### src/rtl/mem_arbiter_pkg.sv
// Shared types and default widths for the IFU/LSU data-memory arbiter.
package mem_arbiter_pkg;

    localparam int DEF_ADDR_W         = 32;
    localparam int DEF_DATA_W         = 32;
    localparam int DEF_TIMEOUT_CYCLES = 255;

    typedef enum logic [1:0] {
        IDLE,
        ISSUE,
        WAIT,
        RESP
    } state_e;

    typedef enum logic {
        OWN_IFU = 1'b0,
        OWN_LSU = 1'b1
    } owner_e;

    // The watchdog counter only has to reach timeout-1.
    function automatic int cnt_width(input int timeout);
        return (timeout > 1) ? $clog2(timeout) : 1;
    endfunction

endpackage

### src/rtl/mem_arbiter_if.sv
// Requester and downstream-memory signals of the arbiter; slave = arbiter view.
interface mem_arbiter_if
    import mem_arbiter_pkg::*;
#(
    parameter int ADDR_W = DEF_ADDR_W,
    parameter int DATA_W = DEF_DATA_W
);
    logic                  ifu_req_valid;
    logic                  ifu_req_ready;
    logic [ADDR_W-1:0]     ifu_addr;
    logic                  lsu_req_valid;
    logic                  lsu_req_ready;
    logic [ADDR_W-1:0]     lsu_addr;
    logic                  lsu_wen;
    logic [DATA_W-1:0]     lsu_wdata;
    logic [DATA_W/8-1:0]   lsu_wmask;
    logic                  ifu_rsp_valid;
    logic                  lsu_rsp_valid;
    logic [DATA_W-1:0]     rsp_rdata;
    logic                  rsp_err;
    logic                  mem_req_valid;
    logic                  mem_req_ready;
    logic [ADDR_W-1:0]     mem_addr;
    logic                  mem_wen;
    logic [DATA_W-1:0]     mem_wdata;
    logic [DATA_W/8-1:0]   mem_wmask;
    logic                  mem_rsp_valid;
    logic [DATA_W-1:0]     mem_rsp_rdata;

    modport slave (
        input  ifu_req_valid, ifu_addr, lsu_req_valid, lsu_addr, lsu_wen,
               lsu_wdata, lsu_wmask, mem_req_ready, mem_rsp_valid, mem_rsp_rdata,
        output ifu_req_ready, lsu_req_ready, ifu_rsp_valid, lsu_rsp_valid,
               rsp_rdata, rsp_err, mem_req_valid, mem_addr, mem_wen, mem_wdata,
               mem_wmask
    );

    modport master (
        output ifu_req_valid, ifu_addr, lsu_req_valid, lsu_addr, lsu_wen,
               lsu_wdata, lsu_wmask, mem_req_ready, mem_rsp_valid, mem_rsp_rdata,
        input  ifu_req_ready, lsu_req_ready, ifu_rsp_valid, lsu_rsp_valid,
               rsp_rdata, rsp_err, mem_req_valid, mem_addr, mem_wen, mem_wdata,
               mem_wmask
    );

endinterface

### src/rtl/mem_arb_grant.sv
// Combinational IFU/LSU grant. MEM_ARB_RR_EN selects round-robin on ties,
// otherwise the LSU always wins a tie.
module mem_arb_grant
    import mem_arbiter_pkg::*;
(
    input  logic   ifu_valid,
    input  logic   lsu_valid,
    input  owner_e last_owner,
    output logic   grant,
    output owner_e owner
);

`ifndef MEM_ARB_RR_EN
    logic unused_last_owner;
    assign unused_last_owner = last_owner;
`endif

    // NOTE: every output gets a default first, so no path can infer a latch.
    always_comb begin
        grant = ifu_valid | lsu_valid;
        owner = OWN_LSU;
        if (ifu_valid && lsu_valid) begin
`ifdef MEM_ARB_RR_EN
            owner = (last_owner == OWN_IFU) ? OWN_LSU : OWN_IFU;
`else
            owner = OWN_LSU;
`endif
        end else if (ifu_valid) begin
            owner = OWN_IFU;
        end
    end

endmodule

### src/rtl/mem_arbiter.sv
// Shares one data-memory port between IFU and LSU: IDLE->ISSUE->WAIT->RESP,
// one transaction outstanding, watchdog error response after TIMEOUT_CYCLES.
module mem_arbiter
    import mem_arbiter_pkg::*;
#(
    parameter int ADDR_W         = DEF_ADDR_W,
    parameter int DATA_W         = DEF_DATA_W,
    parameter int TIMEOUT_CYCLES = DEF_TIMEOUT_CYCLES
) (
    input logic          clk,
    input logic          rst,
    mem_arbiter_if.slave bus
);
    localparam int               MASK_W     = DATA_W / 8;
    localparam int               CNT_W      = cnt_width(TIMEOUT_CYCLES);
    localparam logic [CNT_W-1:0] CNT_LAST   = CNT_W'(TIMEOUT_CYCLES - 1);
    localparam bit               TIMEOUT_EN = (TIMEOUT_CYCLES != 0);

    state_e              state_q, state_d;
    owner_e              owner_q, owner_d;
    owner_e              last_owner_q, last_owner_d;
    logic [ADDR_W-1:0]   addr_q, addr_d;
    logic                wen_q, wen_d;
    logic [DATA_W-1:0]   wdata_q, wdata_d;
    logic [MASK_W-1:0]   wmask_q, wmask_d;
    logic                mem_req_valid_q, mem_req_valid_d;
    logic                ifu_rsp_valid_q, ifu_rsp_valid_d;
    logic                lsu_rsp_valid_q, lsu_rsp_valid_d;
    logic [DATA_W-1:0]   rsp_rdata_q, rsp_rdata_d;
    logic                rsp_err_q, rsp_err_d;
    logic [CNT_W-1:0]    cnt_q, cnt_d;

    logic   grant;
    owner_e grant_owner;

    mem_arb_grant u_grant (
        .ifu_valid  (bus.ifu_req_valid),
        .lsu_valid  (bus.lsu_req_valid),
        .last_owner (last_owner_q),
        .grant      (grant),
        .owner      (grant_owner)
    );

    assign bus.ifu_req_ready = (state_q == IDLE) && grant && (grant_owner == OWN_IFU);
    assign bus.lsu_req_ready = (state_q == IDLE) && grant && (grant_owner == OWN_LSU);
    assign bus.mem_req_valid = mem_req_valid_q;
    assign bus.mem_addr      = addr_q;
    assign bus.mem_wen       = wen_q;
    assign bus.mem_wdata     = wdata_q;
    assign bus.mem_wmask     = wmask_q;
    assign bus.ifu_rsp_valid = ifu_rsp_valid_q;
    assign bus.lsu_rsp_valid = lsu_rsp_valid_q;
    assign bus.rsp_rdata     = rsp_rdata_q;
    assign bus.rsp_err       = rsp_err_q;

    always_comb begin
        state_d         = state_q;
        owner_d         = owner_q;
        last_owner_d    = last_owner_q;
        addr_d          = addr_q;
        wen_d           = wen_q;
        wdata_d         = wdata_q;
        wmask_d         = wmask_q;
        mem_req_valid_d = mem_req_valid_q;
        ifu_rsp_valid_d = 1'b0;
        lsu_rsp_valid_d = 1'b0;
        rsp_rdata_d     = rsp_rdata_q;
        rsp_err_d       = rsp_err_q;
        cnt_d           = cnt_q;

        case (state_q)
            IDLE: begin
                if (grant) begin
                    owner_d         = grant_owner;
                    mem_req_valid_d = 1'b1;
                    state_d         = ISSUE;
                    if (grant_owner == OWN_LSU) begin
                        addr_d  = bus.lsu_addr;
                        wen_d   = bus.lsu_wen;
                        wdata_d = bus.lsu_wdata;
                        wmask_d = bus.lsu_wmask;
                    end else begin
                        addr_d  = bus.ifu_addr;
                        wen_d   = 1'b0;
                        wdata_d = '0;
                        wmask_d = '0;
                    end
                end
            end
            ISSUE: begin
                if (bus.mem_req_ready) begin
                    mem_req_valid_d = 1'b0;
                    cnt_d           = '0;
                    state_d         = WAIT;
                end
            end
            WAIT: begin
                if (bus.mem_rsp_valid || (TIMEOUT_EN && cnt_q == CNT_LAST)) begin
                    // Response wins over a timeout landing in the same cycle.
                    rsp_err_d       = !bus.mem_rsp_valid;
                    rsp_rdata_d     = (bus.mem_rsp_valid && !wen_q) ? bus.mem_rsp_rdata : '0;
                    ifu_rsp_valid_d = (owner_q == OWN_IFU);
                    lsu_rsp_valid_d = (owner_q == OWN_LSU);
                    state_d         = RESP;
                end else begin
                    cnt_d = cnt_q + CNT_W'(1);
                end
            end
            RESP: begin
                last_owner_d = owner_q;
                state_d      = IDLE;
            end
            default: state_d = IDLE;
        endcase
    end

    // NOTE: synchronous reset is sampled inside the clocked block, and all
    // state updates are non-blocking so every flop sees pre-edge values.
    always_ff @(posedge clk) begin
        if (rst) begin
            state_q         <= IDLE;
            owner_q         <= OWN_IFU;
            last_owner_q    <= OWN_IFU;
            addr_q          <= '0;
            wen_q           <= 1'b0;
            wdata_q         <= '0;
            wmask_q         <= '0;
            mem_req_valid_q <= 1'b0;
            ifu_rsp_valid_q <= 1'b0;
            lsu_rsp_valid_q <= 1'b0;
            rsp_rdata_q     <= '0;
            rsp_err_q       <= 1'b0;
            cnt_q           <= '0;
        end else begin
            state_q         <= state_d;
            owner_q         <= owner_d;
            last_owner_q    <= last_owner_d;
            addr_q          <= addr_d;
            wen_q           <= wen_d;
            wdata_q         <= wdata_d;
            wmask_q         <= wmask_d;
            mem_req_valid_q <= mem_req_valid_d;
            ifu_rsp_valid_q <= ifu_rsp_valid_d;
            lsu_rsp_valid_q <= lsu_rsp_valid_d;
            rsp_rdata_q     <= rsp_rdata_d;
            rsp_err_q       <= rsp_err_d;
            cnt_q           <= cnt_d;
        end
    end

endmodule

### src/flat_wrapper.sv
// flat-port wrapper written by rule: the top's interface ports become plain ports
module mem_arbiter_flat import mem_arbiter_pkg::*;
#(
    parameter int ADDR_W         = DEF_ADDR_W,
    parameter int DATA_W         = DEF_DATA_W,
    parameter int TIMEOUT_CYCLES = DEF_TIMEOUT_CYCLES
)
  (clk, rst, bus_ifu_req_valid, bus_ifu_addr, bus_lsu_req_valid, bus_lsu_addr, bus_lsu_wen, bus_lsu_wdata, bus_lsu_wmask, bus_mem_req_ready, bus_mem_rsp_valid, bus_mem_rsp_rdata, bus_ifu_req_ready, bus_lsu_req_ready, bus_ifu_rsp_valid, bus_lsu_rsp_valid, bus_rsp_rdata, bus_rsp_err, bus_mem_req_valid, bus_mem_addr, bus_mem_wen, bus_mem_wdata, bus_mem_wmask);
  mem_arbiter_if #(.ADDR_W(ADDR_W), .DATA_W(DATA_W)) bus_i ();
  input logic clk;
  input logic rst;
  input wire logic [$bits(bus_i.ifu_req_valid)-1:0] bus_ifu_req_valid;
  input wire logic [$bits(bus_i.ifu_addr)-1:0] bus_ifu_addr;
  input wire logic [$bits(bus_i.lsu_req_valid)-1:0] bus_lsu_req_valid;
  input wire logic [$bits(bus_i.lsu_addr)-1:0] bus_lsu_addr;
  input wire logic [$bits(bus_i.lsu_wen)-1:0] bus_lsu_wen;
  input wire logic [$bits(bus_i.lsu_wdata)-1:0] bus_lsu_wdata;
  input wire logic [$bits(bus_i.lsu_wmask)-1:0] bus_lsu_wmask;
  input wire logic [$bits(bus_i.mem_req_ready)-1:0] bus_mem_req_ready;
  input wire logic [$bits(bus_i.mem_rsp_valid)-1:0] bus_mem_rsp_valid;
  input wire logic [$bits(bus_i.mem_rsp_rdata)-1:0] bus_mem_rsp_rdata;
  output wire logic [$bits(bus_i.ifu_req_ready)-1:0] bus_ifu_req_ready;
  output wire logic [$bits(bus_i.lsu_req_ready)-1:0] bus_lsu_req_ready;
  output wire logic [$bits(bus_i.ifu_rsp_valid)-1:0] bus_ifu_rsp_valid;
  output wire logic [$bits(bus_i.lsu_rsp_valid)-1:0] bus_lsu_rsp_valid;
  output wire logic [$bits(bus_i.rsp_rdata)-1:0] bus_rsp_rdata;
  output wire logic [$bits(bus_i.rsp_err)-1:0] bus_rsp_err;
  output wire logic [$bits(bus_i.mem_req_valid)-1:0] bus_mem_req_valid;
  output wire logic [$bits(bus_i.mem_addr)-1:0] bus_mem_addr;
  output wire logic [$bits(bus_i.mem_wen)-1:0] bus_mem_wen;
  output wire logic [$bits(bus_i.mem_wdata)-1:0] bus_mem_wdata;
  output wire logic [$bits(bus_i.mem_wmask)-1:0] bus_mem_wmask;
  assign bus_i.ifu_req_valid = bus_ifu_req_valid;
  assign bus_i.ifu_addr = bus_ifu_addr;
  assign bus_i.lsu_req_valid = bus_lsu_req_valid;
  assign bus_i.lsu_addr = bus_lsu_addr;
  assign bus_i.lsu_wen = bus_lsu_wen;
  assign bus_i.lsu_wdata = bus_lsu_wdata;
  assign bus_i.lsu_wmask = bus_lsu_wmask;
  assign bus_i.mem_req_ready = bus_mem_req_ready;
  assign bus_i.mem_rsp_valid = bus_mem_rsp_valid;
  assign bus_i.mem_rsp_rdata = bus_mem_rsp_rdata;
  assign bus_ifu_req_ready = bus_i.ifu_req_ready;
  assign bus_lsu_req_ready = bus_i.lsu_req_ready;
  assign bus_ifu_rsp_valid = bus_i.ifu_rsp_valid;
  assign bus_lsu_rsp_valid = bus_i.lsu_rsp_valid;
  assign bus_rsp_rdata = bus_i.rsp_rdata;
  assign bus_rsp_err = bus_i.rsp_err;
  assign bus_mem_req_valid = bus_i.mem_req_valid;
  assign bus_mem_addr = bus_i.mem_addr;
  assign bus_mem_wen = bus_i.mem_wen;
  assign bus_mem_wdata = bus_i.mem_wdata;
  assign bus_mem_wmask = bus_i.mem_wmask;
  mem_arbiter #(.ADDR_W(ADDR_W), .DATA_W(DATA_W), .TIMEOUT_CYCLES(TIMEOUT_CYCLES)) u_core (.clk(clk), .rst(rst), .bus(bus_i));
endmodule
### config.mk
export PLATFORM = sky130hd
export DESIGN_NAME = mem_arbiter_flat
export DESIGN_NICKNAME = d
export VERILOG_FILES = /design/src/rtl/mem_arbiter_pkg.sv /design/src/rtl/mem_arbiter_if.sv /design/src/rtl/mem_arb_grant.sv /design/src/rtl/mem_arbiter.sv /design/src/flat_wrapper.sv
export SDC_FILE = /design/constraint.sdc
export NUM_CORES = 1
export LEC_CHECK = 0
export BUFFER_PORTS_ARGS = -buffer_cell sky130_fd_sc_hd__buf_2
export CAP_MARGIN = 20
export CORE_ASPECT_RATIO = 1.4
export CORE_MARGIN = 2
export CORE_UTILIZATION = 40
export DETAILED_ROUTE_END_ITERATION = 10
export GPL_TIMING_DRIVEN = 0
export MAX_ROUTING_LAYER = met4
export PLACE_DENSITY = 0.87
export SLEW_MARGIN = 5
export SYNTH_ARGS = -nofsm -noshare
export SYNTH_HDL_FRONTEND = slang
export SYNTH_SLANG_ARGS = --single-unit
export TNS_END_PERCENT = 10
### constraint.sdc
create_clock -name clk -period 1.54 [get_ports clk]
set_clock_uncertainty 0.05 [all_clocks]
set_input_delay 0.462 -clock clk [delete_from_list [all_inputs] [get_ports clk]]
set_output_delay 0.462 -clock clk [all_outputs]
set_load 0.005 [all_outputs]
==> reports/metrics.cfg, run 1 <==
[sta]
tightest_slew_ns = 0.546
slew_viol_final = 0
finalSetupViolCount = 81
final_hold_viol_count = 0
rsz0062_at_grt = true
fin_ws_ns = -0.441
whs_ns = 0.232
fmax_mhz = 505
max_slew_margin_pct = 63.6
finalCriticalPeriod_ns = 1.98
timing.final.crit_share_pct = 129

[route]
wire_per_inst_um = 15.8
viasPerCell = 5.22
drt-total-wl_um = 13900
ant_nets = 0
post-route-drc-count = 0
drt-pass1-iter-count = 5
vias = 4589
drtIter0Drc = 277

[placed_design]
dp.cells = 826
io_buffers = 245
dpl.hpwl_um = 9230
post_dp_cell_area_mm2 = 0.00579
place_ws_ns = -0.383
place.gp.congestion = 0.835

[final_layout]
diodes = 0
num-nets-final = 871
layout-drive-gt1-share_pct = 51.1
area_growth_pct = 59.3
design_area_mm2 = 0.00695
fin_cells = 879

[grt]
antenna_found_initial = 0
overflow = 0
grt_util_all_layers_pct = 21.9
grt_pass1_wl_um = 20000
grt_max_degree = 17
grt_pass1_vias = 4160

[critical_path]
path_class = reg -> out
critPathTopFamily = buffers and inverters
critical-path-max-stage-delay_ns = 0.36
r2r_setup_slack_ns = -0.31
startpoint_type = flip-flop
required_ns = 1.03
worstPathArrival_ns = 1.47
cpMaxStageDelayCell = dfxtp_4
path_buf_inv = 4
end_kind = output port
crit_fanout = 2
crit_chain = inv_4 > ha_4 > buf_6 > and2_4 > clkbuf_16 > buf_6
cpMostUsedCell = buf_6

[logic_synthesis]
synth_area_mm2 = 0.00436
synth.yosys.seq_area_share_pct = 53.2
synth_top_area_share_pct = 53.2
ys_seq_elements = 116
yosys-top-cells-area = dfxtp_1 (53%), a22o_1 (6.6%), a22oi_1 (6.4%), nor2_1 (6.2%), a211oi_1 (5.9%)
synthFlopType = dfxtp_1
synthCells = 440
syn_nets = 585
synth_warnings = 0
ys_types = 45
synth-edff-count = 0
synthArstFlopShare_pct = 0
synth_area_per_cell_um2 = 9.92
yosys.area.top_type = dfxtp_1

[clock_network]
cts.hold.buffers_added = 0
clock-sinks = 116
cts_made_buffers = 17
insertion_delay_ns = 0.40
cts_tree = built
cts_root_buf = clkbuf_16
htree_levels = 4
clock_path_buffers = 2
worst_setup_hold_path_clk_slew_ns = 0.05

[floorplan]
io_pins = 246
die_area_mm2 = 0.0118
die_h_um = 128
die_w_um = 92.3
row_count = 45
start_util_pct = 40.6
coreArea_mm2 = 0.0108

[pwr]
p_total_mw = 12.7
power.share.combinational_pct = 37.6
p_per_area_mw_per_mm2 = 1830
p_switching_mw = 4.08
ir_drop_mv = 1.00
power.internal_mw = 8.61
power_frac_seq_pct = 31.3
leakage_nw = 3.24
switching_share_pct = 32.2
clkPwrFrac_pct = 31.1

[job]
maxCapViolations = 0

[outcome]
outcome = complete, but fails checks
violations = negative setup slack

[hold_path]
hold_class = in -> reg

layer usage:
layer	global-route usage (%)	share of wire, %
met3	5.13	6.0
met2	35.9	53
met4	7.11	1.1
met1	26.7	40
met5	-	0
metrics by stage:
stage | utilization [%] | TNS, ns
after CTS | 61.1 | -7.59
after floorplan | - | -0.199
after global placement | 53.9 | -25.78
after detailed placement | 53.9 | -25.76
final | 64.6 | -14.47
after global routing | 64.6 | -19.51
cell families (layout without fill, tap and decap cells):
logic type      after synthesis  in the layout  share of synthesized area [%]
compound gates              163            163                           28.2
fa+ha+maj                     6              6                           1.72
buf+inv                      45            343                           4.90
flops                       116            116                           53.2
mux                           4              4                          0.946
simple gates                106            106                           11.0
worst paths after layout:
path / endpoint / cells after the start / from
min reg2reg: u_core.bus.rsp_rdata[12]$_SDFFE_PP0P_ / 1 / u_core.bus.rsp_rdata[12]$_SDFFE_PP0P_
max: bus_lsu_req_ready / 6 / u_core.state_q[0]$_SDFFE_PP0P_
min: u_core.bus.rsp_rdata[25]$_SDFFE_PP0P_ / 2 / bus_mem_rsp_rdata[25]
max reg2reg: u_core.cnt_q[6]$_SDFFE_PP0P_ / 10 / u_core.state_q[0]$_SDFFE_PP0P_
synth_stat cells, types with 2 or more instances:
| cell | number |
|---|---|
| dfxtp_1 | 116 |
| nor2_1 | 72 |
| a22oi_1 | 37 |
| a211oi_1 | 34 |
| a22o_1 | 33 |
| o22ai_1 | 32 |
| clkbuf_1 | 20 |
| buf_2 | 15 |
| a21oi_1 | 9 |
| nand2_1 | 9 |
| ha_1 | 6 |
| nand2b_1 | 6 |
| inv_1 | 4 |
| o21ai_0 | 4 |
| a311oi_1 | 3 |
| buf_6 | 3 |
| mux2i_1 | 3 |
| nand3b_1 | 3 |
| a21o_2 | 2 |
| and3_1 | 2 |
| nand4_1 | 2 |
| nor3_1 | 2 |
layout by cell type, fill, tap and decap left out, types with 3 or more instances in the layout:
cell        synthesis  routed
nand3b_1            3       3
a311oi_1            3       3
nand2_1             9       8
inv_2               1       3
clkinvlp_4          0       3
ha_4                0       4
a21oi_1             9       6
clkbuf_1           20      11
clkbuf_2            0       4
buf_8               0       3
clkbuf_16           0      19
a22oi_1            37      17
buf_2              15     246
a22oi_2             0      20
a211oi_1           34      34
buf_4               1      14
nand2b_1            6       6
bufinv_16           0       3
a21oi_2             0       3
clkinv_2            0       4
a22o_1             33      33
nor2_1             72      72
dfxtp_1           116     113
o22ai_1            32      32
buf_6               3      24
worst reg2reg max path, delay by kind of cell, from the launching register on:
family / cells / cell delay, ns
adders and majority gates: 1 / 0.14
AOI/OAI and AO/OA: 2 / 0.53
buffers and inverters: 5 / 0.47
DFF: 1 / 0.35
and+or+nand+nor: 2 / 0.24
final cells by class:
| cell class | instances | area (um2) |
|---|---|---|
| repair buffers | 267 | 1460 |
| well taps | 141 | 176 |
| clock buffers | 18 | 439 |
| inverters | 5 | 21.3 |
| plain buffers | 40 | 327 |
| multi-input cells | 279 | 2040 |
| clock inverters | 13 | 159 |
| flip-flops and latches | 116 | 2330 |
| fillers | 886 | 3800 |
flip-flops by register name, indices dropped and copies added (netlist names):
| name | flops |
|---|---|
| u_core.bus.mem_wmask | 4 |
| u_core.bus.lsu_rsp_valid | 1 |
| u_core.state_q | 2 |
| u_core.cnt_q | 8 |
| u_core.bus.mem_addr | 32 |
| u_core.bus.rsp_rdata | 32 |
| u_core.bus.ifu_rsp_valid | 1 |
| u_core.bus.mem_req_valid | 1 |
| u_core.bus.rsp_err | 1 |
| u_core.bus.mem_wdata | 32 |
| u_core.bus.mem_wen | 1 |
| u_core.owner_q | 1 |
power groups by stage:
| stage | clock network (mW) | logic [mW] | registers (mW) |
|---|---|---|---|
| final | 3.95 | 4.77 | 3.97 |
| after global routing | 4.17 | 5.16 | 4.03 |
| after CTS | 4.01 | 3.87 | 3.93 |
| after detailed placement | 0 | 3.42 | 3.97 |
| after global placement | 0 | 3.36 | 3.95 |
| after floorplan | 0 | 2.07 | 4.02 |
what timing repair did:
| action | in CTS | in global routing |
|---|---|---|
| cloned | 0 | 1 |
| buffers inserted | 8 | 13 |
| pin swaps | 14 | 41 |
| setup endpoints to repair | 105 | 114 |
| resized for setup | 35 | 72 |
(Power assumes the default switching activity.)
==> inputs of run 2 (changes only) <==
--- a/config.mk
+++ b/config.mk
@@ -13,9 +13,10 @@
 export DETAILED_ROUTE_END_ITERATION = 10
 export GPL_TIMING_DRIVEN = 0
 export MAX_ROUTING_LAYER = met4
-export PLACE_DENSITY = 0.87
+export PLACE_DENSITY = 0.85
 export SLEW_MARGIN = 5
 export SYNTH_ARGS = -nofsm -noshare
 export SYNTH_HDL_FRONTEND = slang
+export SYNTH_HIERARCHICAL = 1
 export SYNTH_SLANG_ARGS = --single-unit
 export TNS_END_PERCENT = 10
==> reports/metrics.cfg, run 2 <==
[critical_path]
regToRegStartpoint = u_core/state_q[1]$_SDFFE_PP0P_
reg2reg_to = u_core/cnt_q[6]$_SDFFE_PP0P_
crit_chain = inv_4 > ha_4 > and2_4 > buf_8 > buf_8 > nand2_4 > inv_2 > buf_6
path_class = reg -> out
cpMaxStageDelayCell = dfxtp_2
startpoint_type = flip-flop
required_ns = 1.03
reg2reg_depth = 8
end_kind = output port
r2r_setup_slack_ns = -0.16
crit_fanout = 2
critical-path-max-stage-delay_ns = 0.35
cpMostUsedCell = buf_8
worstPathArrival_ns = 1.52

[clock_network]
worst_setup_hold_path_clk_slew_ns = 0.05
clock-sinks = 116
clock_path_buffers = 2
cts_root_buf = clkbuf_16
cts_tree = built
cts_made_buffers = 17
insertion_delay_ns = 0.40
cts.hold.buffers_added = 0
htree_levels = 4

[hold_path]
hold_class = in -> reg
hold_depth = 2
hold_end = u_core/bus.rsp_rdata[10]$_SDFFE_PP0P_
hp-start = bus_mem_rsp_rdata[10]

[final_layout]
final_common_cell = buf_2
num-nets-final = 907
design_area_mm2 = 0.00716
area_growth_pct = 57.2
layout_common_cells = buf_2 (249), dfxtp_1 (111), nand2_1 (45), nand3_1 (41), a21oi_1 (39)
layout-drive-gt1-share_pct = 48.5
fin_cells = 922

[grt]
antenna_found_initial = 3
overflow = 0
grt_max_degree = 17
grt_util_all_layers_pct = 23.8
grt_pass1_vias = 4468
grt_pass1_wl_um = 21800

[sta]
timing.final.crit_share_pct = 132
fmax_mhz = 491
finalSetupViolCount = 57
max_slew_margin_pct = 57.5
tightest_slew_ns = 0.638
slew_viol_final = 0
finalCriticalPeriod_ns = 2.04
rsz0062_at_grt = true
whs_ns = 0.221
final_hold_viol_count = 0
finalSetupTns_ns = -5.30
fin_ws_ns = -0.497

[floorplan]
io_pins = 246
row_count = 46
coreArea_mm2 = 0.0112
die_w_um = 94.2
die_area_mm2 = 0.0123
start_util_pct = 40.6
die_h_um = 130

[placed_design]
dpl.hpwl_um = 10900
post_dp_cell_area_mm2 = 0.00600
place_ws_ns = -0.861
io_buffers = 244
place.gp.congestion = 0.919
dp.cells = 867

[pwr]
leakage_nw = 3.49
ir_drop_mv = 0.897
p_per_area_mw_per_mm2 = 1800

[route]
wire_per_inst_um = 16.4
drtIter0Drc = 216
post-route-drc-count = 0
drt-total-wl_um = 15200
vias = 4738
ant_nets = 0
viasPerCell = 5.14
drt-pass1-iter-count = 4

[logic_synthesis]
synth_warnings = 6
synthCells = 479
synth_area_mm2 = 0.00456
syn_nets = 624
synth_area_per_cell_um2 = 9.51

[outcome]
outcome = complete, but fails checks
violations = negative setup slack

[job]
maxCapViolations = 0

[run 2: layout make-up]
type                       count  area (um2)
timing repair buffer         267        1430
multi-input combinational    318        2230
clock inverter                12         201
fill                         957        4060
buffer                        38         293
antenna                        3        7.51
sequential                   116        2330
inverter                       4        20.0
clock buffer                  20         467
tap                          144         180
[run 2: routing by layer]
metal  vias up  track usage, %  part of all wire [%]
met5         -               -                     0
met4         0            7.67                   1.3
met3        18            7.62                   8.8
met2       220            44.2                    53
met1      2210            23.2                    37
li1       2290               -                     -
[run 2: worst max path at each step]
stage	startpoint	to	slack [ns]
2_1_floorplan	bus_lsu_req_valid	bus_lsu_req_ready	-0.27
5_1_grt	u_core/state_q[0]$_SDFFE_PP0P_	bus_ifu_req_ready	-0.56
4_1_cts	u_core/state_q[0]$_SDFFE_PP0P_	bus_lsu_req_ready	-0.51
6_report	u_core/state_q[0]$_SDFFE_PP0P_	bus_lsu_req_ready	-0.50
3_5_place_dp	bus_lsu_req_valid	bus_lsu_req_ready	-0.86
3_3_place_gp	bus_lsu_req_valid	bus_lsu_req_ready	-0.87
[run 2: metrics by stage]
stage	utilization [%]	power, mW
after global placement	53.5	7.47
after CTS	61.8	12.6
after global routing	63.8	13.6
after floorplan	-	6.12
after detailed placement	53.5	7.54
final	63.8	12.9
[run 2: power by group]
| group | switching, mW | internal [mW] |
|---|---|---|
| clock network | 1.37 | 3.00 |
| registers | 0.346 | 3.66 |
| logic | 2.37 | 2.16 |
[run 2: critical path, delay by kind of cell, from the launching register on]
family | cells | cell delay, ns
fa+ha+maj | 1 | 0.15
buf+inv | 5 | 0.41
flops | 1 | 0.35
simple gates | 2 | 0.21
[run 2: timing repair]
item | 4_1_cts | 5_1_grt
buffers inserted | 15 | 6
hold endpoints to repair | 0 | 0
endpoints found under the setup margin | 116 | 107
gates resized for setup | 55 | 44
cloned | 1 | 1
pin swaps | 33 | 9
